[src/rtl/wb_interconnect_1xn_reg.sv]
// Single-master, N-slave Wishbone classic interconnect with registered request and response paths.
// Base/limit address decode, an ERR reply for unmapped addresses, and a watchdog ERR for hung slaves.
module wb_interconnect_1xn_reg #(
    parameter int WB_ADDR_WIDTH  = 32,
    parameter int WB_DATA_WIDTH  = 32,
    parameter int N_SLAVES       = 4,
    parameter logic [N_SLAVES*WB_ADDR_WIDTH-1:0] ADDR_BASE  = '0,
    parameter logic [N_SLAVES*WB_ADDR_WIDTH-1:0] ADDR_LIMIT = '0,
    parameter int TIMEOUT_CYCLES = 256
) (
    input  logic                                    clk,
    input  logic                                    rst,
    input  logic [WB_ADDR_WIDTH-1:0]                m_adr,
    input  logic [WB_DATA_WIDTH-1:0]                m_dat_w,
    input  logic [WB_DATA_WIDTH/8-1:0]              m_sel,
    input  logic [2:0]                              m_cti,
    input  logic [1:0]                              m_bte,
    input  logic                                    m_cyc,
    input  logic                                    m_stb,
    input  logic                                    m_we,
    output logic [WB_DATA_WIDTH-1:0]                m_dat_r,
    output logic                                    m_ack,
    output logic                                    m_err,
    output logic [N_SLAVES*WB_ADDR_WIDTH-1:0]       s_adr,
    output logic [N_SLAVES*WB_DATA_WIDTH-1:0]       s_dat_w,
    output logic [N_SLAVES*(WB_DATA_WIDTH/8)-1:0]   s_sel,
    output logic [N_SLAVES*3-1:0]                   s_cti,
    output logic [N_SLAVES*2-1:0]                   s_bte,
    output logic [N_SLAVES-1:0]                     s_cyc,
    output logic [N_SLAVES-1:0]                     s_stb,
    output logic [N_SLAVES-1:0]                     s_we,
    input  logic [N_SLAVES*WB_DATA_WIDTH-1:0]       s_dat_r,
    input  logic [N_SLAVES-1:0]                     s_ack,
    input  logic [N_SLAVES-1:0]                     s_err,
    output logic                                    unmapped_o,
    output logic                                    timeout_o
);
    localparam int AW = WB_ADDR_WIDTH;
    localparam int DW = WB_DATA_WIDTH;
    localparam int SW = WB_DATA_WIDTH / 8;
    localparam int IW = (N_SLAVES > 1) ? $clog2(N_SLAVES) : 1;
    localparam int CW = (TIMEOUT_CYCLES > 0) ? $clog2(TIMEOUT_CYCLES + 1) : 1;
    localparam bit TO_EN = (TIMEOUT_CYCLES != 0);
    localparam logic [CW-1:0] CNT_LAST = CW'((TIMEOUT_CYCLES > 0) ? TIMEOUT_CYCLES - 1 : 0);

    typedef enum logic [1:0] {IDLE, BUSY, RESP_ACK, RESP_ERR} state_t;

    state_t          state_q;
    logic [AW-1:0]   adr_q;
    logic [DW-1:0]   dat_w_q;
    logic [SW-1:0]   sel_q;
    logic [2:0]      cti_q;
    logic [1:0]      bte_q;
    logic            we_q;
    logic [IW-1:0]   idx_q;
    logic            cyc_q;
    logic [CW-1:0]   cnt_q;
    logic [DW-1:0]   m_dat_r_q;
    logic            m_ack_q;
    logic            m_err_q;
    logic            unmapped_q;
    logic            timeout_q;

    logic            hit;
    logic [IW-1:0]   hit_idx;
    logic            sel_ack;
    logic            sel_err;
    logic [DW-1:0]   sel_dat;

    // Walk downwards so the lowest matching index is the one left standing.
    always_comb begin
        hit     = 1'b0;
        hit_idx = '0;
        for (int i = N_SLAVES - 1; i >= 0; i--) begin
            if (m_adr >= ADDR_BASE[i*AW +: AW] && m_adr <= ADDR_LIMIT[i*AW +: AW]) begin
                hit     = 1'b1;
                hit_idx = IW'(i);
            end
        end
    end

    always_comb begin
        sel_ack = 1'b0;
        sel_err = 1'b0;
        sel_dat = '0;
        for (int i = 0; i < N_SLAVES; i++) begin
            if (idx_q == IW'(i)) begin
                sel_ack = s_ack[i];
                sel_err = s_err[i];
                sel_dat = s_dat_r[i*DW +: DW];
            end
        end
    end

    always_ff @(posedge clk) begin
        if (rst) begin
            state_q    <= IDLE;
            adr_q      <= '0;
            dat_w_q    <= '0;
            sel_q      <= '0;
            cti_q      <= '0;
            bte_q      <= '0;
            we_q       <= 1'b0;
            idx_q      <= '0;
            cyc_q      <= 1'b0;
            cnt_q      <= '0;
            m_dat_r_q  <= '0;
            m_ack_q    <= 1'b0;
            m_err_q    <= 1'b0;
            unmapped_q <= 1'b0;
            timeout_q  <= 1'b0;
        end else begin
            m_ack_q    <= 1'b0;
            m_err_q    <= 1'b0;
            unmapped_q <= 1'b0;
            timeout_q  <= 1'b0;
            case (state_q)
                IDLE: begin
                    if (m_cyc && m_stb) begin
                        if (hit) begin
                            adr_q   <= m_adr;
                            dat_w_q <= m_dat_w;
                            sel_q   <= m_sel;
                            cti_q   <= m_cti;
                            bte_q   <= m_bte;
                            we_q    <= m_we;
                            idx_q   <= hit_idx;
                            cyc_q   <= 1'b1;
                            cnt_q   <= '0;
                            state_q <= BUSY;
                        end else begin
                            unmapped_q <= 1'b1;
                            m_err_q    <= 1'b1;
                            state_q    <= RESP_ERR;
                        end
                    end
                end
                BUSY: begin
                    if (cnt_q != {CW{1'b1}}) cnt_q <= cnt_q + CW'(1);
                    if (sel_err) begin
                        m_dat_r_q <= sel_dat;
                        cyc_q     <= 1'b0;
                        m_err_q   <= 1'b1;
                        state_q   <= RESP_ERR;
                    end else if (sel_ack) begin
                        m_dat_r_q <= sel_dat;
                        cyc_q     <= 1'b0;
                        m_ack_q   <= 1'b1;
                        state_q   <= RESP_ACK;
                    end else if (TO_EN && cnt_q == CNT_LAST) begin
                        cyc_q     <= 1'b0;
                        timeout_q <= 1'b1;
                        m_err_q   <= 1'b1;
                        state_q   <= RESP_ERR;
                    end else if (!m_cyc) begin
                        cyc_q   <= 1'b0;
                        state_q <= IDLE;
                    end
                end
                RESP_ACK: state_q <= IDLE;
                RESP_ERR: state_q <= IDLE;
                default:  state_q <= IDLE;
            endcase
        end
    end

    assign m_dat_r    = m_dat_r_q;
    assign m_ack      = m_ack_q;
    assign m_err      = m_err_q;
    assign unmapped_o = unmapped_q;
    assign timeout_o  = timeout_q;

    // Request fields fan out to every lane; only cyc/stb carry the selection.
    for (genvar i = 0; i < N_SLAVES; i++) begin : g_lane
        localparam logic [IW-1:0] LANE = IW'(i);
        assign s_adr[i*AW +: AW]   = adr_q;
        assign s_dat_w[i*DW +: DW] = dat_w_q;
        assign s_sel[i*SW +: SW]   = sel_q;
        assign s_cti[i*3 +: 3]     = cti_q;
        assign s_bte[i*2 +: 2]     = bte_q;
        assign s_we[i]             = we_q;
        assign s_cyc[i]            = cyc_q && (idx_q == LANE);
        assign s_stb[i]            = cyc_q && (idx_q == LANE);
    end

endmodule

[config.mk]
export PLATFORM = sky130hd
export DESIGN_NAME = wb_interconnect_1xn_reg
export DESIGN_NICKNAME = d
export VERILOG_FILES = /design/src/rtl/wb_interconnect_1xn_reg.sv
export SDC_FILE = /design/constraint.sdc
export NUM_CORES = 1
export LEC_CHECK = 0
export CAP_MARGIN = 10
export CELL_PAD_IN_SITES_DETAIL_PLACEMENT = 0
export CELL_PAD_IN_SITES_GLOBAL_PLACEMENT = 1
export CORE_AREA = 4 4 211 213
export DETAILED_ROUTE_END_ITERATION = 7
export DIE_AREA = 0 0 215 217
export PLACE_DENSITY_LB_ADDON = 0.1
export SYNTH_ARGS = -nofsm -noshare
export SYNTH_HDL_FRONTEND = slang
export SYNTH_SLANG_ARGS = --single-unit
[constraint.sdc]
create_clock -name clk -period 2.9 [get_ports clk]
set_input_delay 0.435 -clock clk [delete_from_list [all_inputs] [get_ports clk]]
set_output_delay 0.435 -clock clk [all_outputs]
set_load 0.01 [all_outputs]
==> summary.txt, run 1 <==
==================================================================================================
DR vias                                                                                       5231
Xor/xnor cell area share of the yosys netlist                                                    0
Final weighted congestion in routability-driven placement                                    0.669
Die height                                                                                  217 µm
Max stage delay on crit path                                                               0.53 ns
Ratio of cells with drive above 1 in the final layout                                       0.0482
Number of enable-type register cells in the synthesized netlist                                  0
Post-synthesis sequential area ratio                                                         0.376
Floorplan core area                                                                      42700 µm²
Ys flop type                                                                               dfxtp_1
Final-report max-slew violation count                                                            0
Number of max-cap violations                                                                     0
Standard-cell rows                                                                              76
Post-Synthesis Mean Instance Area                                                         8.89 µm²
Drt total wl                                                                               23.7 mm
Max stage delay cell, worst path                                                           nor4b_1
Final HPWL DP                                                                              18.0 mm
Worst Skew                                                                              0.00476 ns
Cell area after synthesis                                                                 6490 µm²
Classification of the worst setup path                                                flip-flop to flip-flop
All-layer global routing usage                                                              0.0963
Area of the die                                                                          46700 µm²
Wire length of the first global-routing pass                                               34.3 mm
Net switching power of the design                                                        0.00101 W
Pin count of the biggest net entering global routing                                            65
Layout overhead on the synthesized area                                                      61.6%
Dominant cells by area after synthesis                                                dfxtp_1 (38%), buf_4 (27%), nand2b_1 (8.2%), mux2i_1 (6.5%), nand2_1 (3.8%)
Slew headroom                                                                                0.639
Post-Synth Adder-Cell Area                                                                 0.00578
Initial drt markers                                                                            139
Library cells used by synthesis                                                                 38
Worst hold slack                                                                          0.451 ns
Sequential cell fraction of total power                                                      0.388
Buf+Inv Stages, Crit Path                                                                        0
Power density relative to cell area                                                     422 nW/µm²
Unrepaired setup endpoints after global routing                                              false
Root Driver                                                                              clkbuf_16
Internal Dissipation                                                                     0.00342 W
Clock latency on the worst-skew pair                                                       0.42 ns
Kind of path behind the tightest hold check                                           flip-flop to flip-flop
Most used cell, CP                                                                          and3_1
Via density per instance                                                                      3.49
Top-area cell type share of the netlist area                                                 0.376
Diode insertion count for antenna repair                                                         0
Switching fraction of total power                                                            0.229
Count of unresolved DRC violations after routing                                                 0
Number of register bits inferred by synthesis                                                  122
Syn. warnings                                                                                    0
Kind of cell with the highest combined delay on the critical path                     simple AND/OR/NAND/NOR gates
Clock transition time at the flip-flop clock pins of the worst setup and hold paths        0.06 ns
Number of CTS-inserted buffers                                                                  17
Antenna violation net count after detailed routing                                               0
Remaining global-route overflow                                                                  0
Fraction of the mapped netlist area in compound gates                                       0.0605
H-tree level count                                                                               4
Nets                                                                                          1159
Maximum VDD drop                                                                        0.000362 V
Final count of negative-setup-slack endpoints                                                    0
TritonRoute pass-1 iters                                                                         4
CTS tree                                                                                       yes
DIE WIDTH                                                                                   215 µm
Kind of capture point of the worst setup path                                            flip-flop
Critical Path RT                                                                           3.27 ns
Initial standard-cell utilization of the core                                                0.152
Cell accounting for the most synthesized area                                              dfxtp_1
CTS sink cnt                                                                                   122
Number of global-route vias before repair                                                     5177
Highest Clock Rate                                                                         398 MHz
Count of hold-fix buffers inserted at cts                                                        0
Maximum clock path buffer count                                                                  2
Combinational Power Share                                                                    0.092
Simple-gate portion of the synthesized area                                                  0.198
Result of the run                                                                     finished, final reports clean
Post-cts repair resize count                                                                     0
Final hold vios                                                                                  0
Final min period                                                                           2.51 ns
Post-route setup TNS                                                                          0 ns
Multiplexer fraction of the synthesized cell area                                           0.0647
Initial antenna violation count                                                                  2
Cell-by-cell trace of the critical path                                               ha_1 -> and3_1 -> and3_1 -> and3_1 -> ha_1 -> nor4b_1 -> nor2_1 -> nor3_1 -> o21a_1
Post-route clock period utilization                                                          0.866
Least-Margin Pin Slew                                                                     0.533 ns
Critical Path Start Type                                                                 flip-flop
Asr flop ratio synth                                                                             0
Combinational family with the most area after synthesis                               buffers and inverters
Post-CTS setup buffer count                                                                      0
Port Buffer Count                                                                              445
Top Ports                                                                                      554
Layout Utilization                                                                           0.246
Clock share of power                                                                         0.519
Count of mapped cells out of synthesis                                                         731
Data arrival time of the critical path                                                     2.88 ns
Peak fanout along the critical path                                                              6
Leakage power                                                                              3.47 nW
Wirelength per Cell                                                                        15.8 µm
==================================================================================================
[per-stage QoR]
step                std cells  worst slack (ns)  area [µm²]  total power, W
floorplan                 736             0.729        6510         0.00192
global placement         1469             0.341        9870         0.00218
detailed placement       1469             0.394        9870         0.00217
CTS                      1501             0.367       10500         0.00457
global route             1501             0.232       10500         0.00465
finish                   1501             0.387       10500         0.00443
[logic make-up (layout without fill, tap and decap cells)]
family | count (synthesis) | after routing
buffers and inverters | 268 | 487
AND/OR/NAND/NOR | 229 | 229
flip-flops | 122 | 122
AO/OA/AOI/OAI | 66 | 66
multiplexers | 42 | 42
adder cells (fa/ha/maj) | 3 | 3
other | 1 | 6
[final cells by class]
cell class,instances,area (µm²)
fillers,4574,32200
repair buffers,454,4570
inverters,1,3.75
well taps,546,683
clock inverters,12,171
clock buffers,20,457
multi-input cells,346,2170
flip-flops and latches,122,2440
[per-layer routing]
layer / part of all wire / vias to the layer above / GRT usage / routed length (µm)
li1: - / 2587 / - / -
met1: 0.41 / 2390 / 0.109 / 9630
met2: 0.48 / 237 / 0.157 / 11300
met3: 0.10 / 13 / 0.0522 / 2450
met4: 0.011 / 4 / 0.0296 / 262
met5: 0.0011 / - / 0 / 27
[flip-flops by register name (all words and copies together) (netlist names), 2 cells and up]
register,cells
m_dat_r,32
sel_q,4
cti_q,3
state_q,2
bte_q,2
dat_w_q,32
adr_q,32
cnt_q,9
[worst reg2reg max path: cells and delay by family, from the launching register on]
family,cells,cell delay (ns)
flip-flops,1,0.36
AND/OR/NAND/NOR,6,1.48
AO/OA/AOI/OAI,1,0.14
adder cells (fa/ha/maj),2,0.49
[cell usage in the layout (no fill, tap or decap), types with 5 or more instances in the layout]
cell,instances
nand2_1,66
nor4_1,9
and3_1,5
mux2i_1,42
nor3b_1,32
nand2b_1,85
clkbuf_16,17
a311oi_1,9
nor2_1,14
a21oi_1,42
conb_1,6
buf_4,6
dfxtp_1,122
clkdlybuf4s50_1,444
[power groups by stage]
stage          combinational (W)  clock, W  sequential (W)
5_1_grt                 0.000449   0.00248         0.00172
4_1_cts                 0.000419   0.00243         0.00172
3_5_place_dp            0.000417         0         0.00176
2_1_floorplan           0.000157         0         0.00176
6_report                0.000409   0.00230         0.00172
3_3_place_gp            0.000420         0         0.00176
[synthesized netlist by cell type (4+ instances only)]
library cell	number
buf_2	11
mux2i_1	42
a21oi_1	42
nand2_1	66
dfxtp_1	122
buf_4	232
nor3b_1	32
clkbuf_1	21
o21ai_0	4
nor2_1	15
nor4_1	9
and3_1	5
a311oi_1	9
nand2b_1	85
[path summary, 6_finish.rpt]
kind | from | to | slack (ns) | cells past startpoint
worst min register to register | m_dat_r[4] | m_dat_r[4] | 0.45 | 2
worst max-delay path | cnt_q[0] | cyc_q | 0.39 | 9
worst max register to register | cnt_q[0] | cyc_q | 0.39 | 9
worst min-delay path | m_dat_r[4] | m_dat_r[4] | 0.45 | 2
No activity file was read; power rests on OpenSTA's default activity.
==> inputs of run 2 (changes only) <==
CELL_PAD_IN_SITES_DETAIL_PLACEMENT = 2   (was 0)
CELL_PAD_IN_SITES_GLOBAL_PLACEMENT = 2   (was 1)
CORE_AREA = 4 4 213 215   (was 4 4 211 213)
DIE_AREA = 0 0 217 219   (was 0 0 215 217)
REMOVE_ABC_BUFFERS = 1   (was default)
==> summary.txt, run 2 (same netlist as run 1, synthesis figures left out) <==
==================================================================================================
Result of the run                                                                     finished, final reports clean
Leakage power                                                                              3.46 nW   -0.20%
Maximum clock path buffer count                                                                  2   unchanged
Buf+Inv Stages, Crit Path                                                                        0   unchanged
Root Driver                                                                              clkbuf_16
Final weighted congestion in routability-driven placement                                    0.679   +1.6%
Post-route clock period utilization                                                          0.865   -0.00169
Die height                                                                                  219 µm   +0.92%
Critical Path Start Type                                                                 flip-flop
Final-report max-slew violation count                                                            0   unchanged
DIE WIDTH                                                                                   217 µm   +0.93%
Standard-cell rows                                                                              77   +1.3%
TritonRoute pass-1 iters                                                                         4   unchanged
Pin count of the biggest net entering global routing                                           111   +71%
Peak fanout along the critical path                                                              6   unchanged
Critical Path Source                                                                      cnt_q[0]
Dpl ws                                                                                    0.358 ns   -0.0359 ns
Final hold vios                                                                                  0   unchanged
Top Ports                                                                                      554   unchanged
Internal Dissipation                                                                     0.00336 W   -1.6%
Data arrival time of the critical path                                                     2.88 ns   about the same
Nets                                                                                          1159   unchanged
Final min period                                                                           2.51 ns   -0.00489 ns
Number of max-cap violations                                                                     0   unchanged
All-layer global routing usage                                                               0.112   +0.0154
Kind of path behind the tightest hold check                                           primary input to flip-flop
Kind of cell with the highest combined delay on the critical path                     simple AND/OR/NAND/NOR gates
Initial antenna violation count                                                                  0   -2
DR vias                                                                                       5585   +6.8%
Cell-by-cell trace of the critical path                                               ha_1 -> and3_1 -> and3_1 -> and3_1 -> ha_1 -> nor4b_1 -> nor2_1 -> nor3_1 -> o21a_1
Slew headroom                                                                                0.509   -0.130
Combinational Power Share                                                                    0.095   +0.003
Commonest non-fill, non-tap cell in the layout                                        clkdlybuf4s50_1
Crit path setup slack, layout                                                             0.392 ns   +0.00489 ns
Post-CTS setup buffer count                                                                      0   unchanged
Ratio of cells with drive above 1 in the final layout                                       0.0461   -0.00205
Clock latency on the worst-skew pair                                                       0.43 ns   about the same
Classification of the worst setup path                                                flip-flop to flip-flop
Clock transition time at the flip-flop clock pins of the worst setup and hold paths        0.06 ns   about the same
Initial drt markers                                                                            121   -13%
Critical register-to-register path startpoint                                             cnt_q[0]
Critical Path RT                                                                           3.27 ns   about the same
Area of the die                                                                          47500 µm²   +1.9%
Final HPWL DP                                                                              21.6 mm   +20%
Post-placement cell area                                                                  9910 µm²   +0.46%
Number of global-route vias before repair                                                     5881   +14%
Wire length of the first global-routing pass                                               39.6 mm   +16%
Number of CTS-inserted buffers                                                                  17   unchanged
Max stage delay cell, worst path                                                           nor4b_1
Remaining global-route overflow                                                                  0   unchanged
Unrepaired setup endpoints after global routing                                              false
Maximum VDD drop                                                                        0.000329 V   -9.2%
Count of hold-fix buffers inserted at cts                                                        0   unchanged
Least-Margin Pin Slew                                                                     0.736 ns   +0.203 ns
Initial standard-cell utilization of the core                                                0.148   -0.00363
Design area                                                                              10500 µm²   +0.26%
CTS sink cnt                                                                                   122   unchanged
Clock share of power                                                                         0.511   -0.008
Switching fraction of total power                                                            0.231   +0.00208
Commonest non-fill, non-tap cells in the layout                                       clkdlybuf4s50_1 (444), dfxtp_1 (122), nand2b_1 (85)
Start point of the worst min-delay path                                                        rst
Layout overhead on the synthesized area                                                      62.0%
Floorplan core area                                                                      43700 µm²   +2.4%
Count of unresolved DRC violations after routing                                                 0   unchanged
Port Buffer Count                                                                              445   unchanged
Via density per instance                                                                      3.61   +3.7%
Most used cell, CP                                                                          and3_1
Drt total wl                                                                               27.7 mm   +17%
CTS tree                                                                                       yes
Sequential cell fraction of total power                                                      0.394   +0.006
Max stage delay on crit path                                                               0.51 ns   -0.02 ns
Highest Clock Rate                                                                         399 MHz   +0.19%
Net switching power of the design                                                        0.00101 W   -0.48%
Post-cts repair resize count                                                                     0   unchanged
Worst Skew                                                                              0.00645 ns   +0.00168 ns
Power density relative to cell area                                                     415 nW/µm²   -1.6%
Antenna violation net count after detailed routing                                               0   unchanged
Kind of capture point of the worst setup path                                            flip-flop
Final count of negative-setup-slack endpoints                                                    0   unchanged
H-tree level count                                                                               4   unchanged
Wirelength per Cell                                                                        17.9 µm   +14%
Diode insertion count for antenna repair                                                         0   unchanged
==================================================================================================
-- run 2: cell types whose count changed in the layout (fill, tap and decap cells not counted) --
cell / change
buf_12: -1
buf_4: +1
bufinv_16: -2
clkbuf_1: +1
clkbuf_8: +5
clkinv_2: -3
clkinvlp_4: -2
-- run 2: per-layer routing --
metal	vias up	GRT usage	share of wire
met3	15	0.0302	0.065
met4	0	0.0369	0.014
met5	-	0	0
met2	248	0.200	0.51
met1	2741	0.129	0.41
li1	2581	-	-
-- run 2: path summary, 6_finish.rpt --
kind | slack [ns] | cells after the start | endpoint
max | 0.39 | 9 | cyc_q
min | 0.44 | 3 | dat_w_q[0]
max reg2reg | 0.39 | 9 | cyc_q
min reg2reg | 0.45 | 2 | m_dat_r[26]
-- run 2: final cells by class --
type | instances | area (µm²)
Timing Repair Buffer | 454 | 4560
Fill cell | 4960 | 33200
Clock inverter | 5 | 81.3
Inverter | 1 | 3.75
Tap cell | 592 | 741
Multi-Input combinational cell | 346 | 2170
Sequential cell | 122 | 2440
Clock buffer | 26 | 529
-- run 2: power by group through the flow --
stage	Sequential [W]	Clock [W]	Combinational (W)
after CTS	0.00172	0.00235	0.000430
final	0.00172	0.00223	0.000414
after global placement	0.00176	0	0.000425
after detailed placement	0.00176	0	0.000427
after floorplan	0.00177	0	0.000116
after global routing	0.00173	0.00241	0.000458
-- run 2: worst min-delay path, cell delays in order --
cell	delay [ns]
buf_4	0.20
nand2b_1	0.13
mux2i_1	0.05
-- run 2: through the flow --
stage,cells,TNS [ns],total power [W],hold WS [ns],util
finish,1546,0,0.00437,0.438,0.241
global route,1546,0,0.00460,0.454,0.241
CTS,1546,0,0.00450,0.415,0.241
detailed placement,1515,0,0.00219,0.451,0.227
global placement,1515,0,0.00218,0.444,0.227
floorplan,469,-119.37,0.00188,0.474,-
